<file path="config.mk">
export PLATFORM = sky130hd
export DESIGN_NAME = alu_dispatch
export DESIGN_NICKNAME = d
export VERILOG_FILES = /design/src/rtl/alu_dispatch.sv
export SDC_FILE = /design/constraint.sdc
export NUM_CORES = 1
export LEC_CHECK = 0
export CORE_AREA = 2 2 76 85
export CTS_BUF_LIST = sky130_fd_sc_hd__clkbuf_8
export DETAILED_ROUTE_END_ITERATION = 16
export DIE_AREA = 0 0 78 87
export HOLD_SLACK_MARGIN = 0.02
export PLACE_DENSITY_LB_ADDON = 0.3
export SYNTH_ARGS = -nofsm -noshare
export SYNTH_HDL_FRONTEND = slang
export SYNTH_SLANG_ARGS = --single-unit
</file>
<file path="constraint.sdc">
create_clock -name CLK -period 6.9 [get_ports CLK]
set_clock_uncertainty 0.15 [all_clocks]
set_input_delay 1.38 -clock CLK [delete_from_list [all_inputs] [get_ports CLK]]
set_output_delay 1.38 -clock CLK [all_outputs]
set_load 0.05 [all_outputs]
</file>
<file path="src/rtl/alu_dispatch.sv">
// alu_dispatch: issue stage for the registered 8-bit ALU with credit-limited response FIFO.
// Optional build macro ALU_DISPATCH_STATS_EN adds OP_COUNT / STALL_COUNT statistics ports.
module alu_dispatch #(
    parameter int FIFO_DEPTH = 4,
    parameter int OP_W       = 4
) (
    input  logic            CLK,
    input  logic            RESET,
    input  logic            REQ_VALID,
    output logic            REQ_READY,
    input  logic [7:0]      REQ_A,
    input  logic [7:0]      REQ_B,
    input  logic [OP_W-1:0] REQ_OP,
    output logic [7:0]      ALU_IN_A,
    output logic [7:0]      ALU_IN_B,
    output logic [OP_W-1:0] ALU_OP_CODE,
    input  logic [7:0]      ALU_RESULT,
    output logic            RSP_VALID,
    input  logic            RSP_READY,
    output logic [7:0]      RSP_RESULT,
    output logic [OP_W-1:0] RSP_OP,
`ifdef ALU_DISPATCH_STATS_EN
    output logic [15:0]     OP_COUNT,
    output logic [15:0]     STALL_COUNT,
`endif
    output logic            RSP_ZERO
);
    localparam int AW = $clog2(FIFO_DEPTH);

    logic            s1_v, s2_v;
    logic [OP_W-1:0] s2_op;
    logic [7:0]      res_mem [FIFO_DEPTH];
    logic [OP_W-1:0] op_mem  [FIFO_DEPTH];
    logic [AW-1:0]   rd_ptr, wr_ptr;
    logic [AW:0]     cnt;
    logic [AW+1:0]   used;
    logic            accept, push, pop;

    // Credits count queued entries plus ops still travelling through the ALU.
    assign used      = (AW+2)'(cnt) + (AW+2)'(s1_v) + (AW+2)'(s2_v);
    assign REQ_READY = !RESET && (used < (AW+2)'(FIFO_DEPTH));
    assign accept    = REQ_VALID && REQ_READY;
    assign push      = s2_v;
    assign RSP_VALID = (cnt != '0);
    assign pop       = RSP_VALID && RSP_READY;
    assign RSP_RESULT = RSP_VALID ? res_mem[rd_ptr] : '0;
    assign RSP_OP     = RSP_VALID ? op_mem[rd_ptr] : '0;
    assign RSP_ZERO   = RSP_VALID && (res_mem[rd_ptr] == 8'h00);

    // Operand/op registers feed the ALU directly and double as the S1 tag; S2 tracks the ALU stage.
    always_ff @(posedge CLK) begin
        if (RESET) begin
            ALU_IN_A    <= '0;
            ALU_IN_B    <= '0;
            ALU_OP_CODE <= '1;
            s1_v        <= 1'b0;
            s2_v        <= 1'b0;
            s2_op       <= '0;
        end else begin
            s1_v  <= accept;
            s2_v  <= s1_v;
            s2_op <= ALU_OP_CODE;
            if (accept) begin
                ALU_IN_A    <= REQ_A;
                ALU_IN_B    <= REQ_B;
                ALU_OP_CODE <= REQ_OP;
            end
        end
    end

    // Response storage; no reset needed since the head is masked while empty.
    always_ff @(posedge CLK) begin
        if (push && !RESET) begin
            res_mem[wr_ptr] <= ALU_RESULT;
            op_mem[wr_ptr]  <= s2_op;
        end
    end

    // FIFO pointers and occupancy; pointers wrap naturally at the power-of-two depth.
    always_ff @(posedge CLK) begin
        if (RESET) begin
            rd_ptr <= '0;
            wr_ptr <= '0;
            cnt    <= '0;
        end else begin
            if (push) wr_ptr <= wr_ptr + 1'b1;
            if (pop) rd_ptr <= rd_ptr + 1'b1;
            cnt <= cnt + (AW+1)'(push) - (AW+1)'(pop);
        end
    end

`ifdef ALU_DISPATCH_STATS_EN
    logic stall;
    assign stall = REQ_VALID && !REQ_READY && !RESET;

    // Free-running wrap-around counters of accepted requests and blocked cycles.
    always_ff @(posedge CLK) begin
        if (RESET) begin
            OP_COUNT    <= '0;
            STALL_COUNT <= '0;
        end else begin
            if (accept) OP_COUNT <= OP_COUNT + 16'd1;
            if (stall) STALL_COUNT <= STALL_COUNT + 16'd1;
        end
    end
`endif
endmodule

</file>
==> results of run 1 <==
-- flip-flops by register name (all words and copies together) (netlist names), named ones only --
signal,count
op_mem,16
cnt,3
ALU_IN_B,8
wr_ptr,2
s1_v,1
ALU_IN_A,8
push,1
ALU_OP_CODE,4
s2_op,4
rd_ptr,2
res_mem,32
-- worst paths after layout --
path / start / to / slack, ns / depth (start not counted)
worst max-delay path: flip-flop / RSP_ZERO / 2.26 / 4
worst min-delay path: s2_op[1] / op_mem[3][1] / 0.32 / 0
worst max register to register: cnt[1] / cnt[2] / 4.36 / 9
worst min register to register: s2_op[1] / op_mem[3][1] / 0.32 / 0
-- through the flow --
stage | util [%] | instances | instance area, um^2
5_1_grt | 70.6 | 366 | 4240
4_1_cts | 70.6 | 366 | 4240
3_5_place_dp | 67.0 | 350 | 4020
6_report | 70.6 | 366 | 4240
3_3_place_gp | 67.0 | 350 | 4020
2_1_floorplan | - | 211 | 3290
-- where the power goes --
| group | internal, mW | switching (mW) |
|---|---|---|
| sequential | 0.564 | 0.0395 |
| clock | 0.211 | 0.160 |
| combinational | 0.211 | 0.291 |
-- kinds of logic after synthesis --
kind of cell             Yosys count  share of synthesized area (%)
AND/OR/NAND/NOR                   61                           10.8
flip-flops                        83                           65.1
multiplexers                      33                           16.5
adder cells (fa/ha/maj)            9                           3.65
buffers and inverters             18                           2.36
AO/OA/AOI/OAI                      3                          0.532
XOR/XNOR                           4                           1.06
-- routing by layer --
metal / up-vias / part of all wire, % / wire length [um]
met3: 6 / 6.5 / 332
met1: 862 / 44 / 2240
li1: 897 / - / -
met5: - / 0 / 0
met2: 62 / 48 / 2460
met4: 0 / 1.4 / 74
-- cell usage after synthesis (2+ instances only) --
cell type / instances / area, um^2
edfxtp_1: 48 / 1440
dfxtp_1: 35 / 701
nor2b_1: 23 / 144
and2_1: 16 / 100
mux2_2: 15 / 169
nor2_1: 14 / 52.6
mux4_1: 11 / 289
inv_1: 10 / 37.5
ha_1: 8 / 100
clkbuf_1: 5 / 18.8
mux2i_1: 5 / 50.1
xnor2_1: 3 / 26.3
buf_2: 2 / 10.0
or3_1: 2 / 12.5
-- final cells by class --
type	count	area (um^2)	share of cell area, %
clock buffers	10	138	3.25
inverters	10	37.5	0.885
repair buffers	67	668	15.8
multi-input cells	110	1070	25.3
clock inverters	6	80.1	1.89
well taps	80	100	2.36
flip-flops and latches	83	2140	50.5
==> impl_metrics.py, run 1 <==
metrics = {
    "outcome": {
        "status": "completed",
    },
    "clock_tree": {
        "numCtsBuffers": 9,
        "h-tree-depth": 3,
        "clock_latency_ns": 0.34,
        "cts_tree": "done",
        "cts_resized": 0,
        "cts_max_path_buffers": 2,
        "cts_sinks": 83,
        "postCtsSetupBuffers": 0,
        "clkTransAtPathRegs_ns": 0.08,
        "cts_root_buffer": "clkbuf_8",
        "ctsHoldBuffers": 0,
    },
    "setup_path": {
        "cp-start-kind": "flip-flop",
        "slowest_stage": "clkdlybuf4s50_1",
        "crit_chain": "mux4_1 -> or3_1 -> and4bb_1 -> clkdlybuf4s50_1",
        "setup.worst_path.class": "flip-flop to output port",
        "cp_max_fo": 12,
        "required_ns": 5.37,
        "critPathBufInv": 1,
        "cpPeakStageDelay_ns": 0.79,
        "cpLargestDelayFamily": "buffers and inverters",
        "critPathArrivalTime_ns": 3.11,
        "endpoint_kind": "output port",
    },
    "sta": {
        "fin_crit_ns": 4.64,
        "setup_violations": 0,
        "maxSlewViolCount": 0,
        "maxSlewHeadroom_pct": 28.2,
        "clock.fmax_ghz": 0.215,
        "setup_ws_ns": 2.26,
        "whs_ns": 0.322,
        "tightest_slew_ns": 1.08,
        "post-route-period-util_pct": 67.3,
        "rsz0062_at_grt": "false",
        "hold_viol": 0,
        "setup_tns_ns": 0,
    },
    "drt": {
        "drt_iter0_drc": 109,
        "detail-route-antenna-nets": 0,
        "via_count": 1827,
        "routedWlPerCell_um": 14.0,
        "dr.pass1.iters": 4,
        "drt-total-wl_um": 5110,
        "drc_errors": 0,
        "vias_per_cell": 4.99,
    },
    "synthesis": {
        "synth.distinct_cells": 28,
        "synthesis.nets": 252,
        "ys_warn_count": 0,
        "synth_edf_count": 48,
        "syn-cell-area_um2": 3290,
        "synth_seq_cells": 83,
        "yosys_most_used_dff": "edfxtp_1",
        "seq_area_frac_synth_pct": 65.1,
        "synth.avg_cell_area_um2": 15.6,
        "async_reset_ff_share_pct": 0,
        "synthCells": 211,
    },
    "die": {
        "initial_core_util_pct": 54.8,
        "row_count": 30,
        "pin_count": 67,
        "die_area_um2": 6790,
        "dieWidth_um": 78,
        "fp.coreArea_um2": 6010,
        "die_h_um": 87,
    },
    "power_and_ir_drop": {
        "peakVddDrop_mv": 0.224,
        "power_leakage_nw": 1.59,
        "power_mw": 1.48,
        "p_per_area_nw_per_um2": 348,
    },
    "place": {
        "pre_cts_ws_ns": 2.40,
        "dpl.hpwl_um": 3440,
        "io_buffers": 66,
        "gp_congestion": 0.704,
    },
    "finish": {
        "layout-drive-gt1-share_pct": 11.5,
        "areaGrowthSynthToFinish_pct": 28.9,
        "nets": 322,
        "mostFrequentLayoutCells": "66 x clkdlybuf4s50_1, 48 x edfxtp_1, 35 x dfxtp_1",
        "mostFrequentLayoutCell": "clkdlybuf4s50_1",
        "diodes": 0,
        "fillers": 416,
    },
    "grt": {
        "antenna_found_initial": 0,
        "grt_max_degree": 37,
        "grt.met2_usage_pct": 26.6,
        "gr-usage-all-layers_pct": 17.0,
        "grt_pass1_wl_um": 8570,
        "grt-busiest-layer": "met2",
        "met3_usage_pct": 5.60,
        "grt_overflow": 0,
        "grt_pass1_vias": 1809,
        "grt_use_met1_pct": 21.0,
    },
    "run": {
        "maxCapViolCount": 0,
    },
    "hold_path": {
        "hold_path.class": "flip-flop to flip-flop",
    },
}
Note: power is estimated with default switching activity, not from simulation.
==> run 2: changes to the inputs <==
CORE_AREA = 2 2 82 92   (was 2 2 76 85)
DIE_AREA = 0 0 84 94   (was 0 0 78 87)
clock period = 3.8 ns   (was 6.9 ns; I/O delays follow)
==> run 2 against run 1 <==
Against the previous run:
- worst hold slack worse by 0.0024 ns
- critical endpoint is now RSP_RESULT[1]
- global-route usage is 2.5 points lower
- largest power group unchanged
- final cell count is 1.6% higher
==> impl_metrics.py, run 2 (synthesis gave the netlist of run 1 again) <==
metrics = {
    "finish": {
        "mostFrequentLayoutCells": "64 x clkdlybuf4s50_1, 48 x edfxtp_1, 35 x dfxtp_1",
        "regMostFlops": "res_mem",
        "nets": 323,
        "areaGrowthSynthToFinish_pct": 28.3,
        "post-route-cell-area_um2": 4220,
        "fin_cells": 372,
        "fillers": 560,
        "largestRegisters": "res_mem (32), op_mem (16)",
        "largest_register_ffs": 32,
        "mostFrequentLayoutCell": "clkdlybuf4s50_1",
        "layout-drive-gt1-share_pct": 12.9,
        "diodes": 0,
    },
    "place": {
        "pre_cts_ws_ns": 0.576,
        "dpl.hpwl_um": 3740,
        "placed_cells": 356,
        "placed_area_um2": 4040,
        "io_buffers": 66,
        "gp_congestion": 0.675,
    },
    "setup_path": {
        "cp_max_fo": 12,
        "r2r_slack_ns": 1.25,
        "r2r_end": "cnt[2]",
        "cp.depth": 3,
        "setup.worst_path.class": "flip-flop to output port",
        "critPathArrivalTime_ns": 2.63,
        "endpoint_kind": "output port",
        "r2r_start": "cnt[2]",
        "required_ns": 2.89,
        "cpLargestDelayFamily": "flip-flops",
        "endpoint": "RSP_RESULT[1]",
        "slowest_stage": "dfxtp_1",
        "cp-start-kind": "flip-flop",
        "crit_chain": "mux4_1 -> and2_1 -> clkdlybuf4s50_1",
        "cpPeakStageDelay_ns": 0.74,
        "critPathBufInv": 1,
        "worst-r2r-cell-count": 9,
    },
    "clock_tree": {
        "ctsHoldBuffers": 0,
        "postCtsSetupBuffers": 0,
        "clkTransAtPathRegs_ns": 0.08,
        "cts_sinks": 83,
        "cts_root_buffer": "clkbuf_8",
        "numCtsBuffers": 9,
        "h-tree-depth": 3,
        "clock_latency_ns": 0.33,
        "cts_max_path_buffers": 2,
        "cts_resized": 0,
        "cts_tree": "done",
    },
    "sta": {
        "maxSlewViolCount": 0,
        "tightest_slew_ns": 1.08,
        "hold_viol": 0,
        "fin_crit_ns": 3.54,
        "setup_violations": 0,
        "setup_ws_ns": 0.261,
        "post-route-period-util_pct": 93.1,
        "setup_tns_ns": 0,
        "clock.fmax_ghz": 0.283,
        "rsz0062_at_grt": "false",
        "maxSlewHeadroom_pct": 27.7,
    },
    "grt": {
        "grt_overflow": 0,
        "grt_pass1_wl_um": 8640,
        "antenna_found_initial": 0,
        "gr-usage-all-layers_pct": 14.5,
        "grt_max_degree": 22,
        "grt_pass1_vias": 1889,
    },
    "die": {
        "initial_core_util_pct": 47.5,
        "die_h_um": 94,
        "die_area_um2": 7900,
        "row_count": 32,
        "pin_count": 67,
        "dieWidth_um": 84,
        "fp.coreArea_um2": 6930,
    },
    "power_and_ir_drop": {
        "p_per_area_nw_per_um2": 608,
        "peakVddDrop_mv": 0.406,
        "power_leakage_nw": 1.58,
    },
    "drt": {
        "via_count": 1829,
        "routedWlPerCell_um": 14.2,
        "drc_errors": 0,
        "detail-route-antenna-nets": 0,
        "drt-total-wl_um": 5290,
        "drt_iter0_drc": 56,
        "dr.pass1.iters": 4,
        "vias_per_cell": 4.92,
    },
    "hold_path": {
        "hold_path.class": "flip-flop to flip-flop",
    },
    "run": {
        "maxCapViolCount": 0,
    },
    "outcome": {
        "status": "completed",
    },
}
[run 2: cell count changes in the layout (fill, tap and decap cells not counted), sizes merged]
cell | before | now
clkinvlp | 1 | 2
clkdlybuf4s50 | 66 | 64
bufinv | 2 | 0
buf | 1 | 4
inv | 11 | 12
[run 2: per-stage QoR]
step | hold slack [ns] | util [%] | power [mW]
3_3_place_gp | 0.301 | 58.4 | 2.03
6_report | 0.319 | 61.0 | 2.57
2_1_floorplan | 0.288 | - | 1.76
5_1_grt | 0.342 | 61.0 | 2.69
3_5_place_dp | 0.310 | 58.4 | 2.05
4_1_cts | 0.321 | 61.0 | 2.60
[run 2: layout make-up]
| type | count | area [um^2] | share of cell area, % |
|---|---|---|---|
| timing repair buffer | 68 | 683 | 16.2 |
| multi-input combinational | 110 | 1070 | 25.5 |
| tap | 85 | 106 | 2.52 |
| clock buffer | 10 | 138 | 3.26 |
| clock inverter | 6 | 41.3 | 0.978 |
| inverter | 10 | 37.5 | 0.889 |
| sequential | 83 | 2140 | 50.7 |
[run 2: per-layer routing]
layer / up-vias / wire [um] / track usage, %
li1: 900 / - / -
met1: 858 / 2100 / 15.7
met2: 62 / 2730 / 25.6
met3: 9 / 370 / 4.57
met4: 0 / 93 / 7.26
met5: - / 0 / 0
[run 2: worst register-to-register path, stage by stage (launching register included)]
cell	delay (ns)
dfxtp_1	0.34
or3_1	0.59
and2_1	0.29
ha_1	0.27
inv_1	0.05
ha_1	0.12
inv_1	0.04
fa_1	0.38
xnor2_1	0.16
nor2_1	0.05
[run 2: power breakdown]
| part | leakage, nW | internal (mW) | switching, mW |
|---|---|---|---|
| logic | 0.770 | 0.390 | 0.534 |
| clock network | 0.0901 | 0.255 | 0.294 |
| registers | 0.722 | 1.02 | 0.0734 |
| total | 1.58 | 1.67 | 0.901 |
[run 2: worst min path at each step]
stage                        start      endpoint  cells after the start
final                         s1_v          push                      1
after global routing          s1_v          push                      1
after CTS                     s1_v          push                      1
after detailed placement      s1_v          push                      1
after global placement    s2_op[3]  op_mem[1][3]                      0
after floorplan           s2_op[0]  op_mem[0][0]                      0
